`src/rtl/ca_digit_group_buffer_pkg.sv`:
```
// Shared definitions for the digit-to-group buffer: digit encodings and FSM states.
package ca_buf_pkg;

    // Signed-digit encoding {plus, minus}
    localparam logic [1:0] DIG_ZERO = 2'b00;
    localparam logic [1:0] DIG_POS  = 2'b10;
    localparam logic [1:0] DIG_NEG  = 2'b01;
    localparam logic [1:0] DIG_ILL  = 2'b11;

    typedef enum logic {
        W_FILL,
        W_PAD
    } wr_state_t;

    typedef enum logic [1:0] {
        R_IDLE,
        R_FETCH,
        R_HOLD
    } rd_state_t;

    // Illegal digits are stored as zero so they cannot bias the product.
    function automatic logic [1:0] dig_clean(input logic [1:0] d);
        return (d == DIG_ILL) ? DIG_ZERO : d;
    endfunction

endpackage

```
`src/rtl/ca_digit_group_buffer_if.sv`:
```
// Digit input and group output handshakes of the digit-to-group buffer.
interface ca_digit_group_buffer_if #(
    parameter int NUM_BITS = 4
) ();
    logic                in_valid;
    logic                in_ready;
    logic [1:0]          x_digit;
    logic [1:0]          y_digit;
    logic                in_last;
    logic                out_valid;
    logic                out_ready;
    logic [NUM_BITS-1:0] x_plus;
    logic [NUM_BITS-1:0] x_minus;
    logic [NUM_BITS-1:0] y_plus;
    logic [NUM_BITS-1:0] y_minus;
    logic                out_last;

    // Buffer side
    modport slave (
        input  in_valid, x_digit, y_digit, in_last, out_ready,
        output in_ready, out_valid, x_plus, x_minus, y_plus, y_minus, out_last
    );

    // Producer / consumer side
    modport master (
        output in_valid, x_digit, y_digit, in_last, out_ready,
        input  in_ready, out_valid, x_plus, x_minus, y_plus, y_minus, out_last
    );
endinterface

```
`src/rtl/ca_digit_group_buffer_bank_ram.sv`:
```
// One digit bank: simple dual-port RAM, 4-bit word {x+, x-, y+, y-}, synchronous read.
module ca_bank_ram #(
    parameter int ADDR_WIDTH = 7
) (
    input  logic                  clk,
    input  logic                  we,
    input  logic [ADDR_WIDTH-1:0] waddr,
    input  logic [3:0]            wdata,
    input  logic                  re,
    input  logic [ADDR_WIDTH-1:0] raddr,
    output logic [3:0]            rdata
);
    logic [3:0] mem [0:(1<<ADDR_WIDTH)-1];

    // Write port and registered read port; no reset on storage
    always_ff @(posedge clk) begin
        if (we) mem[waddr] <= wdata;
        if (re) rdata <= mem[raddr];
    end
endmodule

```
`src/rtl/ca_digit_group_buffer.sv`:
```
// Packs NUM_BITS signed-digit pairs into one group across NUM_BITS banks and
// presents complete groups as unrolled plus/minus vectors.
module ca_digit_group_buffer
    import ca_buf_pkg::*;
#(
    parameter int NUM_BITS   = 4,
    parameter int ADDR_WIDTH = 7
) (
    input  logic                    clk,
    input  logic                    rst_n,
    input  logic                    flush,
    ca_digit_group_buffer_if.slave  bus,
    output logic [ADDR_WIDTH:0]     level,
    output logic                    err_illegal
);
    localparam int DIG_W = $clog2(NUM_BITS);
    localparam int DEPTH = 1 << ADDR_WIDTH;
    localparam logic [DIG_W-1:0]    DIG_LAST = DIG_W'(NUM_BITS - 1);
    localparam logic [ADDR_WIDTH:0] LVL_FULL = (ADDR_WIDTH+1)'(DEPTH);
    localparam logic [ADDR_WIDTH:0] LVL_ONE  = (ADDR_WIDTH+1)'(1);

    wr_state_t w_state, w_next;
    rd_state_t r_state, r_next;

    logic [DIG_W-1:0]      wr_dig;
    logic [ADDR_WIDTH-1:0] wr_grp, rd_grp, rd_addr;
    logic [DEPTH-1:0]      last_q;

    logic       acc_rdy, wr_en, commit, commit_last, err_set;
    logic [3:0] wr_word;
    logic       rd_en, pop, cap;

    logic [NUM_BITS-1:0][3:0] rd_word;
    logic [NUM_BITS-1:0]      grp_xp, grp_xm, grp_yp, grp_ym;
    logic [NUM_BITS-1:0]      xp_q, xm_q, yp_q, ym_q;
    logic                     out_valid_q, out_last_q;

    // Banks: bank k holds the k-th digit of every group and drives output bit NUM_BITS-1-k
    for (genvar k = 0; k < NUM_BITS; k++) begin : g_bank
        ca_bank_ram #(.ADDR_WIDTH(ADDR_WIDTH)) u_bank (
            .clk   (clk),
            .we    (wr_en && (wr_dig == DIG_W'(k))),
            .waddr (wr_grp),
            .wdata (wr_word),
            .re    (rd_en),
            .raddr (rd_addr),
            .rdata (rd_word[k])
        );
        assign grp_xp[NUM_BITS-1-k] = rd_word[k][3];
        assign grp_xm[NUM_BITS-1-k] = rd_word[k][2];
        assign grp_yp[NUM_BITS-1-k] = rd_word[k][1];
        assign grp_ym[NUM_BITS-1-k] = rd_word[k][0];
    end

    // Write FSM: accept digits, zero-pad short operands, decide group commits
    always_comb begin
        w_next      = w_state;
        acc_rdy     = 1'b0;
        wr_en       = 1'b0;
        wr_word     = 4'b0000;
        commit      = 1'b0;
        commit_last = 1'b0;
        err_set     = 1'b0;
        case (w_state)
            W_FILL: begin
                acc_rdy = (level != LVL_FULL) && !flush;
                if (bus.in_valid && acc_rdy) begin
                    wr_en   = 1'b1;
                    wr_word = {dig_clean(bus.x_digit), dig_clean(bus.y_digit)};
                    err_set = (bus.x_digit == DIG_ILL) || (bus.y_digit == DIG_ILL);
                    if (wr_dig == DIG_LAST) begin
                        commit      = 1'b1;
                        commit_last = bus.in_last;
                    end else if (bus.in_last) begin
                        w_next = W_PAD;
                    end
                end
            end
            W_PAD: begin
                wr_en = 1'b1;
                if (wr_dig == DIG_LAST) begin
                    commit      = 1'b1;
                    commit_last = 1'b1;
                    w_next      = W_FILL;
                end
            end
            default: w_next = W_FILL;
        endcase
    end

    // Write-side state: digit index wraps to 0 on commit since NUM_BITS is a power of two
    always_ff @(posedge clk or negedge rst_n) begin
        if (!rst_n) begin
            w_state     <= W_FILL;
            wr_dig      <= '0;
            wr_grp      <= '0;
            last_q      <= '0;
            err_illegal <= 1'b0;
        end else if (flush) begin
            w_state     <= W_FILL;
            wr_dig      <= '0;
            wr_grp      <= '0;
            err_illegal <= 1'b0;
        end else begin
            w_state <= w_next;
            if (wr_en) wr_dig <= wr_dig + 1'b1;
            if (commit) begin
                wr_grp         <= wr_grp + 1'b1;
                last_q[wr_grp] <= commit_last;
            end
            if (err_set) err_illegal <= 1'b1;
        end
    end

    // Read FSM: fetch from banks, hold group until consumer takes it
    always_comb begin
        r_next  = r_state;
        rd_en   = 1'b0;
        rd_addr = rd_grp;
        pop     = 1'b0;
        cap     = 1'b0;
        case (r_state)
            R_IDLE: begin
                if (level != '0) begin
                    rd_en  = 1'b1;
                    r_next = R_FETCH;
                end
            end
            R_FETCH: begin
                cap    = 1'b1;
                r_next = R_HOLD;
            end
            R_HOLD: begin
                if (bus.out_ready) begin
                    pop = 1'b1;
                    if (level > LVL_ONE) begin
                        rd_en   = 1'b1;
                        rd_addr = rd_grp + 1'b1;
                        r_next  = R_FETCH;
                    end else begin
                        r_next = R_IDLE;
                    end
                end
            end
            default: r_next = R_IDLE;
        endcase
    end

    // Read-side state and output register; data only changes on capture
    always_ff @(posedge clk or negedge rst_n) begin
        if (!rst_n) begin
            r_state     <= R_IDLE;
            rd_grp      <= '0;
            out_valid_q <= 1'b0;
            out_last_q  <= 1'b0;
            xp_q <= '0; xm_q <= '0; yp_q <= '0; ym_q <= '0;
        end else if (flush) begin
            r_state     <= R_IDLE;
            rd_grp      <= '0;
            out_valid_q <= 1'b0;
            out_last_q  <= 1'b0;
            xp_q <= '0; xm_q <= '0; yp_q <= '0; ym_q <= '0;
        end else begin
            r_state <= r_next;
            if (pop) rd_grp <= rd_grp + 1'b1;
            if (cap) begin
                xp_q <= grp_xp; xm_q <= grp_xm; yp_q <= grp_yp; ym_q <= grp_ym;
                out_last_q  <= last_q[rd_grp];
                out_valid_q <= 1'b1;
            end else if (pop) begin
                out_valid_q <= 1'b0;
            end
        end
    end

    // Occupancy: a commit and a pop on the same edge cancel out
    always_ff @(posedge clk or negedge rst_n) begin
        if (!rst_n)               level <= '0;
        else if (flush)           level <= '0;
        else if (commit && !pop)  level <= level + 1'b1;
        else if (pop && !commit)  level <= level - 1'b1;
    end

    assign bus.in_ready  = acc_rdy;
    assign bus.out_valid = out_valid_q;
    assign bus.out_last  = out_last_q;
    assign bus.x_plus    = xp_q;
    assign bus.x_minus   = xm_q;
    assign bus.y_plus    = yp_q;
    assign bus.y_minus   = ym_q;

endmodule

```
`src/flat_wrapper.sv`:
```
// flat-port wrapper written by rule: the top's interface ports become plain ports
module ca_digit_group_buffer_flat import ca_buf_pkg::*;
#(
    parameter int NUM_BITS   = 4,
    parameter int ADDR_WIDTH = 7
)
  (clk, rst_n, flush, level, err_illegal, bus_in_valid, bus_x_digit, bus_y_digit, bus_in_last, bus_out_ready, bus_in_ready, bus_out_valid, bus_x_plus, bus_x_minus, bus_y_plus, bus_y_minus, bus_out_last);
  ca_digit_group_buffer_if #(.NUM_BITS(NUM_BITS)) bus_i ();
  input  logic clk;
  input  logic rst_n;
  input  logic flush;
  output logic [ADDR_WIDTH:0] level;
  output logic err_illegal;
  input wire logic [$bits(bus_i.in_valid)-1:0] bus_in_valid;
  input wire logic [$bits(bus_i.x_digit)-1:0] bus_x_digit;
  input wire logic [$bits(bus_i.y_digit)-1:0] bus_y_digit;
  input wire logic [$bits(bus_i.in_last)-1:0] bus_in_last;
  input wire logic [$bits(bus_i.out_ready)-1:0] bus_out_ready;
  output wire logic [$bits(bus_i.in_ready)-1:0] bus_in_ready;
  output wire logic [$bits(bus_i.out_valid)-1:0] bus_out_valid;
  output wire logic [$bits(bus_i.x_plus)-1:0] bus_x_plus;
  output wire logic [$bits(bus_i.x_minus)-1:0] bus_x_minus;
  output wire logic [$bits(bus_i.y_plus)-1:0] bus_y_plus;
  output wire logic [$bits(bus_i.y_minus)-1:0] bus_y_minus;
  output wire logic [$bits(bus_i.out_last)-1:0] bus_out_last;
  assign bus_i.in_valid = bus_in_valid;
  assign bus_i.x_digit = bus_x_digit;
  assign bus_i.y_digit = bus_y_digit;
  assign bus_i.in_last = bus_in_last;
  assign bus_i.out_ready = bus_out_ready;
  assign bus_in_ready = bus_i.in_ready;
  assign bus_out_valid = bus_i.out_valid;
  assign bus_x_plus = bus_i.x_plus;
  assign bus_x_minus = bus_i.x_minus;
  assign bus_y_plus = bus_i.y_plus;
  assign bus_y_minus = bus_i.y_minus;
  assign bus_out_last = bus_i.out_last;
  ca_digit_group_buffer #(.NUM_BITS(NUM_BITS), .ADDR_WIDTH(ADDR_WIDTH)) u_core (.clk(clk), .rst_n(rst_n), .flush(flush), .bus(bus_i), .level(level), .err_illegal(err_illegal));
endmodule
```
`config.mk`:
```
export PLATFORM = sky130hd
export DESIGN_NAME = ca_digit_group_buffer_flat
export DESIGN_NICKNAME = d
export VERILOG_FILES = /design/src/rtl/ca_digit_group_buffer_pkg.sv /design/src/rtl/ca_digit_group_buffer_if.sv /design/src/rtl/ca_digit_group_buffer_bank_ram.sv /design/src/rtl/ca_digit_group_buffer.sv /design/src/flat_wrapper.sv
export SDC_FILE = /design/constraint.sdc
export NUM_CORES = 2
export LEC_CHECK = 0
export CAP_MARGIN = 20
export CORE_MARGIN = 5
export CORE_UTILIZATION = 43
export CTS_CLUSTER_SIZE = 16
export DETAILED_ROUTE_END_ITERATION = 8
export GPL_TIMING_DRIVEN = 0
export PLACE_DENSITY = 0.6
export SETUP_SLACK_MARGIN = 0.02
export SLEW_MARGIN = 40
export SYNTH_ARGS = -nofsm -noshare
export SYNTH_HDL_FRONTEND = slang
export SYNTH_HIERARCHICAL = 1
export SYNTH_SLANG_ARGS = --single-unit
```
`constraint.sdc`:
```
create_clock -name clk -period 45.8 [get_ports clk]
set_input_delay 9.16 -clock clk [delete_from_list [all_inputs] [get_ports clk]]
set_output_delay 9.16 -clock clk [all_outputs]
set_load 0.01 [all_outputs]
```
# [Word level (Yosys, flattened, before mapping)]
# Memories as Yosys holds them, arrays and structs flattened. A register that Yosys moved wholly into a read port is not among the register bits.
# Cells that the tools add are included.
[classes] order_cmp=4 mux=73 addsub=5 multipliers=0 n_reduce_logical=25 eq_ne=10 div=0 n_bitwise=2 n_shift=0
[op_table] cell="bitwise mux 128 bit" n=1
[op_table] cell="two-way mux 7 bit" n=7
[op_table] cell="two-way mux 4 bit" n=10
[op_table] cell="two-way mux 1 bit" n=37
[op_table] cell="two-way mux 8 bit" n=3
[op_table] cell="less-than comparator 7 x 8 -> 1 bit, second input constant" n=2
[op_table] cell="adder 7 x 1 -> 7 bit, second input constant" n=2
[op_table] cell="two-way mux 2 bit" n=7
[op_table] cell="== test 2 bit, second input constant" n=5
[op_table] cell="one-hot mux 1 bit (2 select lines)" n=5
[op_table] cell="nonzero test 2 bit" n=5
[op_table] cell="logical AND 1 bit" n=9
[op_table] cell="adder 8 x 1 -> 8 bit, second input constant" n=1
[op_table] cell="> comparator 8 x 1 -> 1 bit, second input constant" n=1
[op_table] cell="inequality test 8 bit, second input constant" n=1
[op_table] cell="nonzero test 8 bit" n=1
[op_table] cell="subtractor 8 x 1 -> 8 bit, second input constant" n=1
[op_table] cell="binary-select mux 1 bit (select 7 bit)" n=1
[op_table] cell="demux 1 bit (select 7 bit)" n=1
[op_table] cell="greater-or-equal comparator 7 x 1 -> 1 bit, second input constant" n=1
[op_table] cell="one-hot mux 2 bit (3 select lines)" n=1
[op_table] cell="nonzero test 3 bit" n=2
[op_table] cell="== test 2 x 1 -> 1 bit, second input constant" n=2
[op_table] cell="zero test 2 bit" n=2
[op_table] cell="other kinds (7)" n=11
[totals] romBits=0 out_inout_bits=28 input_bits=10 ff_bits=174 ram_bits=2048 latch_bits=0 n_memories=4
[mem_list] memory="u_core.g_bank[0].u_bank.mem" depth=128 word_bits=4 rd=1 rd_clocked_by_memory_dff=1 write_ports=1 line="ca_digit_group_buffer_bank_ram.sv:13" source="logic [3:0] mem [0:(1<<ADDR_WIDTH)-1];"
[mem_list] memory="u_core.g_bank[1].u_bank.mem" depth=128 word_bits=4 rd=1 rd_clocked_by_memory_dff=1 write_ports=1 line="ca_digit_group_buffer_bank_ram.sv:13"
[mem_list] memory="u_core.g_bank[2].u_bank.mem" depth=128 word_bits=4 rd=1 rd_clocked_by_memory_dff=1 write_ports=1 line="ca_digit_group_buffer_bank_ram.sv:13"
[mem_list] memory="u_core.g_bank[3].u_bank.mem" depth=128 word_bits=4 rd=1 rd_clocked_by_memory_dff=1 write_ports=1 line="ca_digit_group_buffer_bank_ram.sv:13"

# [Longest topological paths before layout]
[logic_depth] ltp_word=10 mapped_depth=13

# [Hierarchy]
# Netlist, hierarchy kept.
[by_module_without_submodules] mod="ca_bank_ram" n_inst=4 area_per_inst_um2=20233.2 seq_area_each_um2=15494.9 cells_per_inst=908
[by_module_without_submodules] mod="ca_digit_group_buffer" n_inst=1 area_per_inst_um2=8851.0 seq_area_each_um2=4354.2 cells_per_inst=834

# [Worst setup path before layout]
# OpenSTA, ideal clock, no wires.
[synth_timing] path_kind="input -> register" startpoint="in flush" endpoint="mem u_core.g_bank[0].u_bank.mem[0][0], data pin" path_slack_ps=11067 t_arrival_ps=30488 setup_time_ps=4246 path_stages=6 required_time_ps=41554 cell_sequence="clkbuf_1 -> inv_1 -> o31a_1 -> nor2b_1 -> nand2_1 -> nor3b_1"
[synth_between] elab_chain_cells=5
[synth_lines] element="start: declaration" line="flat_wrapper.sv:11" source="input logic flush;"
[synth_lines] element="zero test 1 bit" line="ca_digit_group_buffer.sv:66" source="acc_rdy = (level != LVL_FULL) && !flush;"
[synth_lines] element="logical AND 1 bit" line="ca_digit_group_buffer.sv:66"
[synth_lines] element="logical AND 1 bit" line="ca_digit_group_buffer.sv:67" source="if (bus.in_valid && acc_rdy) begin"
[synth_lines] element="two-way mux 4 bit" line="ca_digit_group_buffer.sv:67"
[synth_lines] element="two-way mux 4 bit" line="ca_digit_group_buffer.sv:64" source="case (w_state)"
[synth_lines] element="net u_core.wr_word[0]" line="ca_digit_group_buffer.sv:30" source="logic [3:0] wr_word;"
[synth_lines] element="end: declaration" line="ca_digit_group_buffer_bank_ram.sv:13"
# The timed path passes the listed nets, and every way through them passes these cells.

# [Worst setup path after layout]
[layout_timing] startpoint="in flush" endpoint="out bus_in_ready"
[layout_between] elab_chain_cells=3
[layout_lines] element="zero test 1 bit" line="ca_digit_group_buffer.sv:66"
[layout_lines] element="logical AND 1 bit" line="ca_digit_group_buffer.sv:66"
[layout_lines] element="two-way mux 1 bit" line="ca_digit_group_buffer.sv:64"
[layout_lines] element="end: declaration" line="flat_wrapper.sv:19" source="output wire logic [$bits(bus_i.in_ready)-1:0] bus_in_ready;"
# No other way between the ends.

==> out/qor.csv <==
metric,value,unit
max-slew-margin-rel,38.3,%
fmax,50.6,MHz
worstHoldPathCells,1,
setup.worst_path.end_class,primary output,
die_x,467,um
synthCells,4466,
dpl.hpwl,160000,um
num_vias,46400,
ys_ff_latch,2238,
coreArea,0.207,mm2
synth_top_flop_cell,edfxtp_1,
grt_pass1_vias,47700,
finalCritPeriodShare,43.2,%
synth_warnings,6,
fin_area,0.103,mm2
antenna_found_initial,5,
dpl_cell_area,0.0958,mm2
rsz0062_at_grt,no,
clk_latency,850,ps
overflow,0,
core.rowCount,167,
syn_nets,4485,
worstReg2RegStart,u_core/level[2],
ys_top_cells_by_count,"2064 x edfxtp_1, 703 x mux4_2, 524 x nor2_1",
ys_seq_area_share,73.9,%
htree_levels,4,
firstDrtPassIters,6,
hold_path.class,reg -> reg,
drc_errors,0,
finalMaxSlewViolations,0,
max-vdd-ir-drop,39.2,uV
synthTopCellsByArea,"edfxtp_1 69%, mux4_2 18%, dfrtp_1 4.8%",
post-synth-top-count-cell,edfxtp_1,
hold_violations,0,
powerDensity,42.0,mW/mm2
setup_tns,0,ps
track_usage,20.7,%
cts_root_buf,clkbuf_16,
drt_iter0_markers,5037,
synth_area,0.0898,mm2
fp.dieArea,0.218,mm2
final_util,49.8,%
regToRegSetupSlack,39630,ps
reg2reg_depth,15,
worst-setup-path-type,in -> out,
routed_wl,226000,um
layout.nets,5007,
syn_area_per_cell,20.1,um2
min_period,19760,ps
drive_above_1_share,29.2,%
avgViaCountPerCell,5.82,
critPathArrivalTime,10600,ps
crit_path_start_kind,input port,
path_clk_slew,60,ps
power.leakage,32.2,nW
synth_edf_count,2064,
cts_hold_buf,0,
cts_tree,done,
cap_violations,0,
status,finished clean,
wl_per_cell,28.3,um
syn_to_final_growth,15.1,%
synth.top_cell.area_share,69.0,%
drtAntennaViolNets,0,
grt_max_degree,57,
pin_count,38,
setup_violations,0,
cts.repair.resized,0,
clockBufferDepth,3,
cts_sinks,2238,
numCtsBuffers,222,
cp_max_fo,8,
fill_cells,16800,
cp-startpoint,flush,
crit_path_end,bus_in_ready,
initial_utilization,43.3,%
r2r_end,u_core/g_bank[0].u_bank/rdata[0],
required,36640,ps
postSynth.asyncResetShare,7.77,%
ys_types,60,
port_buffers,36,
post_cts_buffers,0,
tightest_slew,925,ps
grt_first_pass_wirelength,332000,um
fin_skew,23.3,ps
fp.dieH,467,um
place_congestion,0.846,
yosysTopAreaCell,edfxtp_1,
==> kinds of logic (layout without fill, tap and decap cells) <==
kind of cell	count (synthesis)	in the layout	share of synthesized area [%]
compound gates	283	283	2.05
xor+xnor	20	20	0.195
flops	2238	2238	73.9
fa+ha+maj	9	9	0.125
mux	744	744	18.1
buf+inv	295	1012	1.39
simple gates	877	877	4.22
other cells	0	4	0
==> critical path, cell delays in order <==
cell	delay, ps
clkbuf_1	210
inv_1	160
o31a_1	170
nor2b_1	300
clkdlybuf4s50_1	600
==> routing by layer <==
layer	global-route usage [%]	vias up	wire, um
li1	-	19400	-
met1	29.1	24700	93400
met2	33.4	1895	110000
met3	4.11	352	17000
met4	5.62	0	5810
met5	0	-	0
==> per-stage QoR <==
step	setup WS [ps]	hold WS [ps]	cells	power, mW
global placement	-14210	452	7290	2.55
finish	26040	464	7975	4.34
global route	25970	483	7972	4.48
detailed placement	26080	458	7552	2.53
floorplan	11070	443	4466	2.45
CTS	26050	465	7971	4.38
==> where the power goes <==
part           leakage [nW]  switching (mW)  internal, mW
registers              21.1         0.00721          2.23
logic                  7.34           0.129         0.109
clock network          3.68           0.774          1.09
==> layout by cell type (no fill, tap or decap), types with 42 or more instances in the layout <==
cell type	netlist	layout
clkinv_2	0	49
clkbuf_1	162	142
mux4_2	703	703
nand2_1	108	108
nor2_1	524	524
clkbuf_16	0	226
edfxtp_1	2064	2064
dfrtp_1	174	167
o21ai_0	111	110
buf_4	12	145
nor3_1	52	50
o31ai_1	103	103
nand3_1	74	74
clkinv_1	1	42
clkbuf_2	0	52
buf_2	63	175
==> flip-flops by register name, summed over array words and instances, names as in the netlist, 4 cells and up <==
| register | flops |
|---|---|
| u_core/bus.x_minus | 4 |
| u_core/bus.x_plus | 4 |
| u_core/bus.y_minus | 4 |
| u_core/bus.y_plus | 4 |
| u_core/g_bank.u_bank/mem | 2048 |
| u_core/g_bank.u_bank/rdata | 16 |
| u_core/last_q | 128 |
| u_core/level | 8 |
| u_core/rd_grp | 7 |
| u_core/wr_grp | 7 |
==> how the worst min path moves through the flow <==
stage,start,to,slack [ps]
finish,u_core/g_bank[3].u_bank/rdata[3],u_core/bus.x_plus[0],460
global route,u_core/g_bank[1].u_bank/rdata[0],u_core/bus.y_minus[2],480
CTS,u_core/g_bank[3].u_bank/rdata[3],u_core/bus.x_plus[0],460
detailed placement,u_core/g_bank[3].u_bank/rdata[3],u_core/bus.x_plus[0],460
global placement,u_core/g_bank[2].u_bank/rdata[0],u_core/bus.y_minus[1],450
floorplan,u_core/g_bank[3].u_bank/rdata[2],u_core/bus.x_minus[0],440
==> final cells by class <==
type / count / area (um2) / area share, %
Buffer: 283 / 1270 / 1.23
Inverter: 12 / 45.0 / 0.0436
Clock buffer: 266 / 5910 / 5.72
Tap cell: 2788 / 3490 / 3.38
Antenna cell: 4 / 10.0 / 0.00969
Clock inverter: 153 / 1640 / 1.59
Multi-Input combinational cell: 1933 / 22400 / 21.6
Sequential cell: 2238 / 66400 / 64.2
Timing Repair Buffer: 298 / 2260 / 2.19
No activity file was read; power rests on OpenSTA's default activity.
